===== src/rtl/j_intseq_pkg.sv =====
// Shared constants and FSM encoding for the j_intseq interrupt sequencer.
// Holds the source count, the vector width and the 2-bit state encoding.
package j_intseq_pkg;
  localparam int NSRC = 6;
  localparam int IVW  = 3;

  typedef enum logic [1:0] {
    ST_IDLE = 2'b00,
    ST_REQ  = 2'b01,
    ST_SERV = 2'b10
  } state_t;
endpackage


===== src/rtl/j_intseq_lat.sv =====
// j_intlat: one interrupt source -- rising-edge detect plus a pending latch.
// A new edge always wins over a same-cycle clear so no request is ever lost.
module j_intlat (
  input  logic i_clk,
  input  logic i_reset_n,
  input  logic i_src,
  input  logic i_clr,
  output logic o_pend,
  output logic o_pendNext
);
  logic r_prev;
  logic r_pend;
  logic w_edge;

  // prev resets to 0, so a source already high at reset release counts as an edge
  assign w_edge     = i_src & ~r_prev;
  assign o_pendNext = w_edge | (r_pend & ~i_clr);
  assign o_pend     = r_pend;

  always_ff @(posedge i_clk) begin
    if (!i_reset_n) begin
      r_prev <= 1'b0;
      r_pend <= 1'b0;
    end else begin
      r_prev <= i_src;
      r_pend <= o_pendNext;
    end
  end
endmodule


===== src/rtl/j_intseq.sv =====
// j_intseq: six-source interrupt sequencer with priority encoder and an
// IDLE/REQ/SERV handshake FSM; all outputs come straight from registers.
module j_intseq
  import j_intseq_pkg::*;
(
  input  logic            i_clk,
  input  logic            i_reset_n,
  input  logic [NSRC-1:0] i_irq_src,
  input  logic            i_ena_wr,
  input  logic [NSRC-1:0] i_ena_d,
  input  logic            i_clr_wr,
  input  logic [NSRC-1:0] i_clr_d,
  input  logic            i_ack,
  input  logic            i_iret,
  output logic            o_irq,
  output logic [IVW-1:0]  o_ivec,
  output logic [NSRC-1:0] o_pend,
  output logic [NSRC-1:0] o_ena,
  output logic            o_insrv
);
  state_t          r_state;
  logic            r_irq;
  logic [IVW-1:0]  r_ivec;
  logic [NSRC-1:0] r_ena;
  logic            r_insrv;

  logic [NSRC-1:0] w_pend;
  logic [NSRC-1:0] w_pendNext;
  logic [NSRC-1:0] w_clr;
  logic [NSRC-1:0] w_ackClr;
  logic [NSRC-1:0] w_enaNext;
  logic            w_ackTake;
  logic            w_keep;
  logic            w_candValid;
  logic [IVW-1:0]  w_cand;

  assign w_ackTake = (r_state == ST_REQ) && i_ack;
  assign w_ackClr  = w_ackTake ? (NSRC'(1) << r_ivec) : '0;
  assign w_clr     = ({NSRC{i_clr_wr}} & i_clr_d) | w_ackClr;
  assign w_enaNext = i_ena_wr ? i_ena_d : r_ena;

  // The offer is withdrawn on the values the source will hold next cycle,
  // so irq never stays up alongside a visibly disabled or cleared source.
  assign w_keep = w_enaNext[r_ivec] & w_pendNext[r_ivec];

  for (genvar g = 0; g < NSRC; g++) begin : g_lat
    j_intlat u_lat (
      .i_clk      (i_clk),
      .i_reset_n  (i_reset_n),
      .i_src      (i_irq_src[g]),
      .i_clr      (w_clr[g]),
      .o_pend     (w_pend[g]),
      .o_pendNext (w_pendNext[g])
    );
  end

  always_comb begin
    w_candValid = 1'b0;
    w_cand      = '0;
    for (int n = 0; n < NSRC; n++) begin
      if (w_pend[n] && r_ena[n]) begin
        w_candValid = 1'b1;
        w_cand      = IVW'(n);
      end
    end
  end

  always_ff @(posedge i_clk) begin
    if (!i_reset_n) begin
      r_state <= ST_IDLE;
      r_irq   <= 1'b0;
      r_ivec  <= '0;
      r_ena   <= '0;
      r_insrv <= 1'b0;
    end else begin
      if (i_ena_wr) r_ena <= i_ena_d;
      case (r_state)
        ST_IDLE: begin
          if (w_candValid) begin
            r_state <= ST_REQ;
            r_ivec  <= w_cand;
            r_irq   <= 1'b1;
          end
        end
        ST_REQ: begin
          // ivec is frozen here; ack beats a coincident withdrawal
          if (i_ack) begin
            r_state <= ST_SERV;
            r_irq   <= 1'b0;
            r_insrv <= 1'b1;
          end else if (!w_keep) begin
            r_state <= ST_IDLE;
            r_irq   <= 1'b0;
          end
        end
        ST_SERV: begin
          if (i_iret) begin
            r_state <= ST_IDLE;
            r_insrv <= 1'b0;
          end
        end
        default: begin
          r_state <= ST_IDLE;
          r_irq   <= 1'b0;
          r_insrv <= 1'b0;
        end
      endcase
    end
  end

  assign o_irq   = r_irq;
  assign o_ivec  = r_ivec;
  assign o_pend  = w_pend;
  assign o_ena   = r_ena;
  assign o_insrv = r_insrv;
endmodule


===== config.mk =====
export PLATFORM = sky130hd
export DESIGN_NAME = j_intseq
export DESIGN_NICKNAME = d
export VERILOG_FILES = /design/src/rtl/j_intseq_pkg.sv /design/src/rtl/j_intseq_lat.sv /design/src/rtl/j_intseq.sv
export SDC_FILE = /design/constraint.sdc
export NUM_CORES = 1
export LEC_CHECK = 0
export ABC_AREA = 1
export CAP_MARGIN = 25
export CELL_PAD_IN_SITES_DETAIL_PLACEMENT = 1
export CELL_PAD_IN_SITES_GLOBAL_PLACEMENT = 2
export CORE_MARGIN = 2
export CORE_UTILIZATION = 23
export CTS_CLUSTER_DIAMETER = 200
export DETAILED_ROUTE_END_ITERATION = 16
export PLACE_DENSITY_LB_ADDON = 0.1
export SETUP_SLACK_MARGIN = 0.02
export SYNTH_ARGS = -nofsm -noshare
export SYNTH_HDL_FRONTEND = slang
export SYNTH_SLANG_ARGS = --single-unit

===== constraint.sdc =====
create_clock -name i_clk -period 1.4 [get_ports i_clk]
set_input_delay 0.21 -clock i_clk [delete_from_list [all_inputs] [get_ports i_clk]]
set_output_delay 0.21 -clock i_clk [all_outputs]
set_load 0.02 [all_outputs]

# After elaboration in Yosys (flattened, before gate mapping)
# Cells that the tools add are included.
# Widths: inputs -> output; s select.
[word_totals]
latch_bits = 0
out_inout_bits = 17
memories = 0
inputBits = 24
register_bits = 25
rom_bits = 0
ramBits = 0
wordCells = 101
[op_classes]
eq_ne = 6
order_cmp = 1
n_reduce_logical = 12
multipliers = 0
div = 0
shifts = 1
n_bitwise = 35
n_addsub = 0
muxes = 29
[op_table]
columns = ["op", "count"]
rows = [
  ["$mux 1", 14],
  ["$not 1->1", 14],
  ["$and 1x1->1", 13],
  ["$mux 3", 4],
  ["$mux 6", 2],
  ["$reduce_and 3->1", 3],
  ["$mux 2", 4],
  ["$logic_and 1x1->1", 7],
  ["$and 6x6->6", 1],
  ["$bmux 1 s3", 2],
  ["$ne 2x2->1 const B", 3],
  ["$or 1x1->1", 6],
  ["$or 6x6->6", 1],
  ["$pmux 1 s3", 2],
  ["$pmux 2 s3", 1],
  ["$shl 1x3->6 const A", 1],
  ["$lt 3x4->1 const B", 1],
  ["$ne 3x3->1 const B", 1],
  ["$eq 2x1->1 const B", 1],
  ["$eq 2x2->1 const B", 1],
  ["$logic_not 2->1", 1],
  ["$reduce_and 2->1", 1],
]

# Longest topological paths before layout
[logic_depth]
depth_word = 13
ltp_mapped = 14
mapped_depth_nobuf = 14

# Hierarchy
# From an unflattened synthesis, not the netlist that was laid out.
[unflattened]
cells_unflattened = 200
area_unflattened_um2 = 1278.7
[modules_own_cells]
columns = ["module", "area_per_inst_um2", "seq_area_each_um2", "cells_per_inst", "instances"]
rows = [
  ["j_intseq", 805.8, 260.2, 134, 1],
  ["j_intlat", 78.8, 40.0, 11, 6],
]

# Least setup slack after synthesis
# No wires, ideal clock.
[synth_path]
path_type = "reg2reg"
from = "reg r_ivec[2], in the netlist o_ivec[2]"
to = "reg r_irq, in the netlist o_irq"
required_time_ps = 1282
path_buffers = 1
stages_incl_launch_ff = 15
arrival_time_ps = 1314
synth_period_minus_slack_ps = 1432
setup_time_ps = 118
setup_slack_ps = -32
cell_sequence = "dfxtp_1 > buf_4 > inv_1 > nor2_1 > nand2_1 > nand2_1 > nand2_1 > nand2_1 > nand3_1 > nand2_1 > inv_1 > nand2_1 > nand2_1 > nand2_1 > a21oi_2"
[synth_via]
elab_chain_cells = 11
elab_cells_between_ends = 28
cone_classes = "eq/ne (1); shift (1); mux (5); bitwise (20); reduce/logical (1)"
[synth_lines]
columns = ["item", "line_no", "rtl"]
rows = [
  ["start, declared", "j_intseq.sv:23", "logic [IVW-1:0] r_ivec;"],
  ["start signal, assigned", "j_intseq.sv:81", "r_ivec <= w_cand;"],
  ["$shl 1x3->6", "j_intseq.sv:38", "assign w_ackClr = w_ackTake ? (NSRC'(1) << r_ivec) : '0;"],
  ["$mux 6", "j_intseq.sv:38", ""],
  ["$or 6x6->6", "j_intseq.sv:39", "assign w_clr = ({NSRC{i_clr_wr}} & i_clr_d) | w_ackClr;"],
  ["$not 1->1", "j_intseq_lat.sv:17", "assign o_pendNext = w_edge | (r_pend & ~i_clr);"],
  ["$and 1x1->1", "j_intseq_lat.sv:17", ""],
  ["$or 1x1->1", "j_intseq_lat.sv:17", ""],
  ["$bmux 1 s3", "j_intseq.sv:44", "assign w_keep = w_enaNext[r_ivec] & w_pendNext[r_ivec];"],
  ["$mux 1 (implied by the code)", "j_intseq.sv:44", ""],
  ["$and 1x1->1 (*)", "j_intseq.sv:44", ""],
  ["$ne 3x3->1 (no line) (*)", "-", ""],
  ["$reduce_and 3->1 (no line) (*)", "-", ""],
  ["end signal, assigned", "j_intseq.sv:71", "r_irq <= 1'b0;"],
  ["end signal, assigned", "j_intseq.sv:82", "r_irq <= 1'b1;"],
  ["end signal, assigned", "j_intseq.sv:89", "r_irq <= 1'b0;"],
  ["end, declared", "j_intseq.sv:22", "logic r_irq;"],
]
# Mark *: on every way between the ends. The rest lies on a longest branch, timed or not. The select of a mux whose other input is x is not followed.
# A chain may end at the register's enable or synchronous reset.

# Worst setup path in the final report
[layout_path]
from = "reg r_ivec[0], in the netlist o_ivec[0]"
to = "reg r_irq, in the netlist o_irq"
# The elaborated chain is that of the path after synthesis.

==> results.ini <==
[status]
status=finished, violations left
violations=setup timing

[min_path]
holdCritPathClass=in -> reg

[synthesis]
seq_area_frac_synth=0.404
synth.area.mux_share=0
synth_nets=215
synth_area_mm2=0.00124
synthAdderAreaFrac=0
yosysUniqueCellTypes=22
synth_compound_area_frac=0.147
yosysWarningCount=0
synthSimpleGateAreaFrac=0.315
syn_inst=191
syn_area_per_cell_um2=6.49
synth_xor_area_frac=0
synth_top_family_by_area=simple AND/OR/NAND/NOR gates
ys_ff_latch=25

[timing]
fin_ws_ps=-68.5
final.setup.tns_ps=-68.5
tightestPinTransition_ps=276
slew_headroom=0.816
slew_violations=0
setup_viol=1
finalHoldViolations=0
rsz0062_at_grt=yes
post-route-period-util=1.05
fmax_ghz=0.681
clock_skew_ps=5.40
period_minus_slack_ps=1470

[drt]
num_vias=1421
ant_nets=0
drtIter0Drc=27
vias_per_cell=4.31
wire_per_inst_um=12.7
drc_errors=0
finalWirelength_um=4200
dr.pass1.iters=3

[clock_tree]
clk_latency_ps=270
h-tree-depth=1
cts_buffers=3
clock-root-buffer=clkbuf_8
cts_sinks=25
clk_pin_slew_ps=90
cts.hold.buffers_added=0
cts_buffer_depth=2
cts_tree=built

[place]
io_buffers=40
place_area_mm2=0.00187
globalplace.congestion=0.782
dpl.hpwl_um=3420

[power_and_ir_drop]
power.total_mw=1.77
ir_drop_v=0.000453
p_per_area_mw_per_mm2=860
p_leak_nw=1.01

[final_layout]
fillers=692
diodes=0
syn_to_final_growth_pct=66.2
final_area_mm2=0.00206
nets=285
utilization=0.401
layout-drive-gt1-share=0.281

[floorplanning]
die_w_um=77.4
io_pins=41
die_h_um=77.4
die_area_mm2=0.00599
core_mm2=0.00514
initial_core_util=0.241
row_count=26

[global_route]
grt_max_degree=19
grt_pass1_wl_um=6990
grtUsageTotal=0.147
grt_overflow=0
grt_antenna_before_repair=0
grt_pass1_vias=1449

[run]
max-cap-violations=0

[critical_path]
cp_max_fo=3
worstSetupEndpointType=flop
worstSetupStartpointType=flop
cp.arrival_ps=1630
cp.required_ps=1570
critical_path_class=reg -> reg

-- power breakdown --
| group | leakage (nW) | switching (mW) | internal (mW) |
|---|---|---|---|
| clock network | 0.0255 | 0.245 | 0.200 |
| logic | 0.777 | 0.265 | 0.264 |
| registers | 0.209 | 0.0392 | 0.758 |
-- registers in the layout (all words and copies together) (netlist names) --
| signal | count |
|---|---|
| o_ena | 6 |
| r_state | 2 |
| g_lat.u_lat.r_prev | 6 |
| o_ivec | 3 |
| o_insrv | 1 |
| o_irq | 1 |
| g_lat.u_lat.o_pend | 6 |
-- cell usage after synthesis --
| cell | count | area [um2] |
|---|---|---|
| a21oi_2 | 1 | 8.76 |
| dfxtp_1 | 25 | 500 |
| inv_2 | 2 | 7.51 |
| a21oi_1 | 20 | 100 |
| or3_1 | 1 | 6.26 |
| inv_1 | 25 | 93.8 |
| o21ai_0 | 3 | 15.0 |
| o21ai_1 | 1 | 5.00 |
| nor2_4 | 1 | 11.3 |
| a22o_1 | 1 | 8.76 |
| a31oi_1 | 1 | 6.26 |
| clkbuf_1 | 1 | 3.75 |
| o21ai_2 | 1 | 8.76 |
| nor2_1 | 14 | 52.6 |
| buf_4 | 7 | 52.6 |
| nand3_1 | 10 | 50.1 |
| a21boi_0 | 4 | 30.0 |
| buf_2 | 1 | 5.00 |
| nand2_1 | 69 | 259 |
| clkinv_1 | 1 | 3.75 |
| nand4_1 | 1 | 6.26 |
| nor3_1 | 1 | 5.00 |
-- cells by family (layout without fill, tap and decap cells) --
family | count (synthesis) | in the layout
simple gates | 97 | 97
compound gates | 32 | 32
buf+inv | 37 | 106
flops | 25 | 25
-- routing by layer --
metal,GRT usage,vias to the layer above,share of wire
met5,0,-,0
met1,0.178,662,0.45
li1,-,732,-
met2,0.263,22,0.51
met3,0.0291,5,0.035
met4,0.0375,0,0.010
-- path summary, 6_finish.rpt --
| path | endpoint | start | slack, ps | cells past startpoint |
|---|---|---|---|---|
| worst min register to register | o_insrv$_SDFFE_PN0P_ | o_insrv$_SDFFE_PN0P_ | 490 | 2 |
| worst max-delay path | o_irq$_SDFFE_PN0P_ | o_ivec[0]$_SDFFE_PN0P_ | -70 | 13 |
| worst min-delay path | o_ena[4]$_SDFF_PN0_ | i_ena_wr | 470 | 3 |
| worst max register to register | o_irq$_SDFFE_PN0P_ | o_ivec[0]$_SDFFE_PN0P_ | -70 | 13 |
-- per-stage QoR --
stage | hold slack (ps) | instances | setup slack, ps
2_1_floorplan | 303 | 191 | 47.2
3_3_place_gp | 460 | 319 | -458
3_5_place_dp | 482 | 319 | -482
4_1_cts | 474 | 329 | -72.5
5_1_grt | 481 | 330 | -205
6_report | 475 | 330 | -68.5
-- placed cells by master (no fill, tap or decap), types with 2 or more instances in the layout --
cell and n:
a21boi_0 2, a21boi_1 2, a21oi_1 19, a21oi_2 2, buf_4 33, clkbuf_8 3, clkdlybuf4s50_1 21, dfxtp_1 20
dfxtp_2 3, dfxtp_4 2, dlygate4sd2_1 18, inv_1 18, inv_2 6, inv_4 2, nand2_1 60, nand2_2 5
nand2_4 4, nand3_1 9, nor2_1 9, nor2_2 2, nor2_4 4, o21ai_0 3
-- area by class of cell --
type,count,area (um2),share of cell area
Sequential cell,25,512,0.248
Tap cell,70,87.6,0.0425
Clock buffer,3,41.3,0.0200
Multi-Input combinational cell,129,657,0.319
Timing Repair Buffer,74,641,0.311
Inverter,28,118,0.0571
Clock inverter,1,5.00,0.00243
-- what timing repair did --
action | 4_1_cts | 5_1_grt
cloned | 0 | 0
gates resized for setup | 43 | 20
pin swaps | 11 | 13
buffers inserted | 6 | 1
endpoints found under the setup margin | 21 | 7
-- worst max-delay path: stages (launching register included) --
cell and delay (ps):
dfxtp_4 360, buf_12 130, inv_8 60, nand2_4 60
nor2_2 120, nand2_2 70, nand2_2 70, nand3_1 70
nand2_1 100, o21ai_2 60, nand2_2 70, nand2_1 50
nand2_1 80, a21oi_2 50
(Power assumes the default switching activity.)
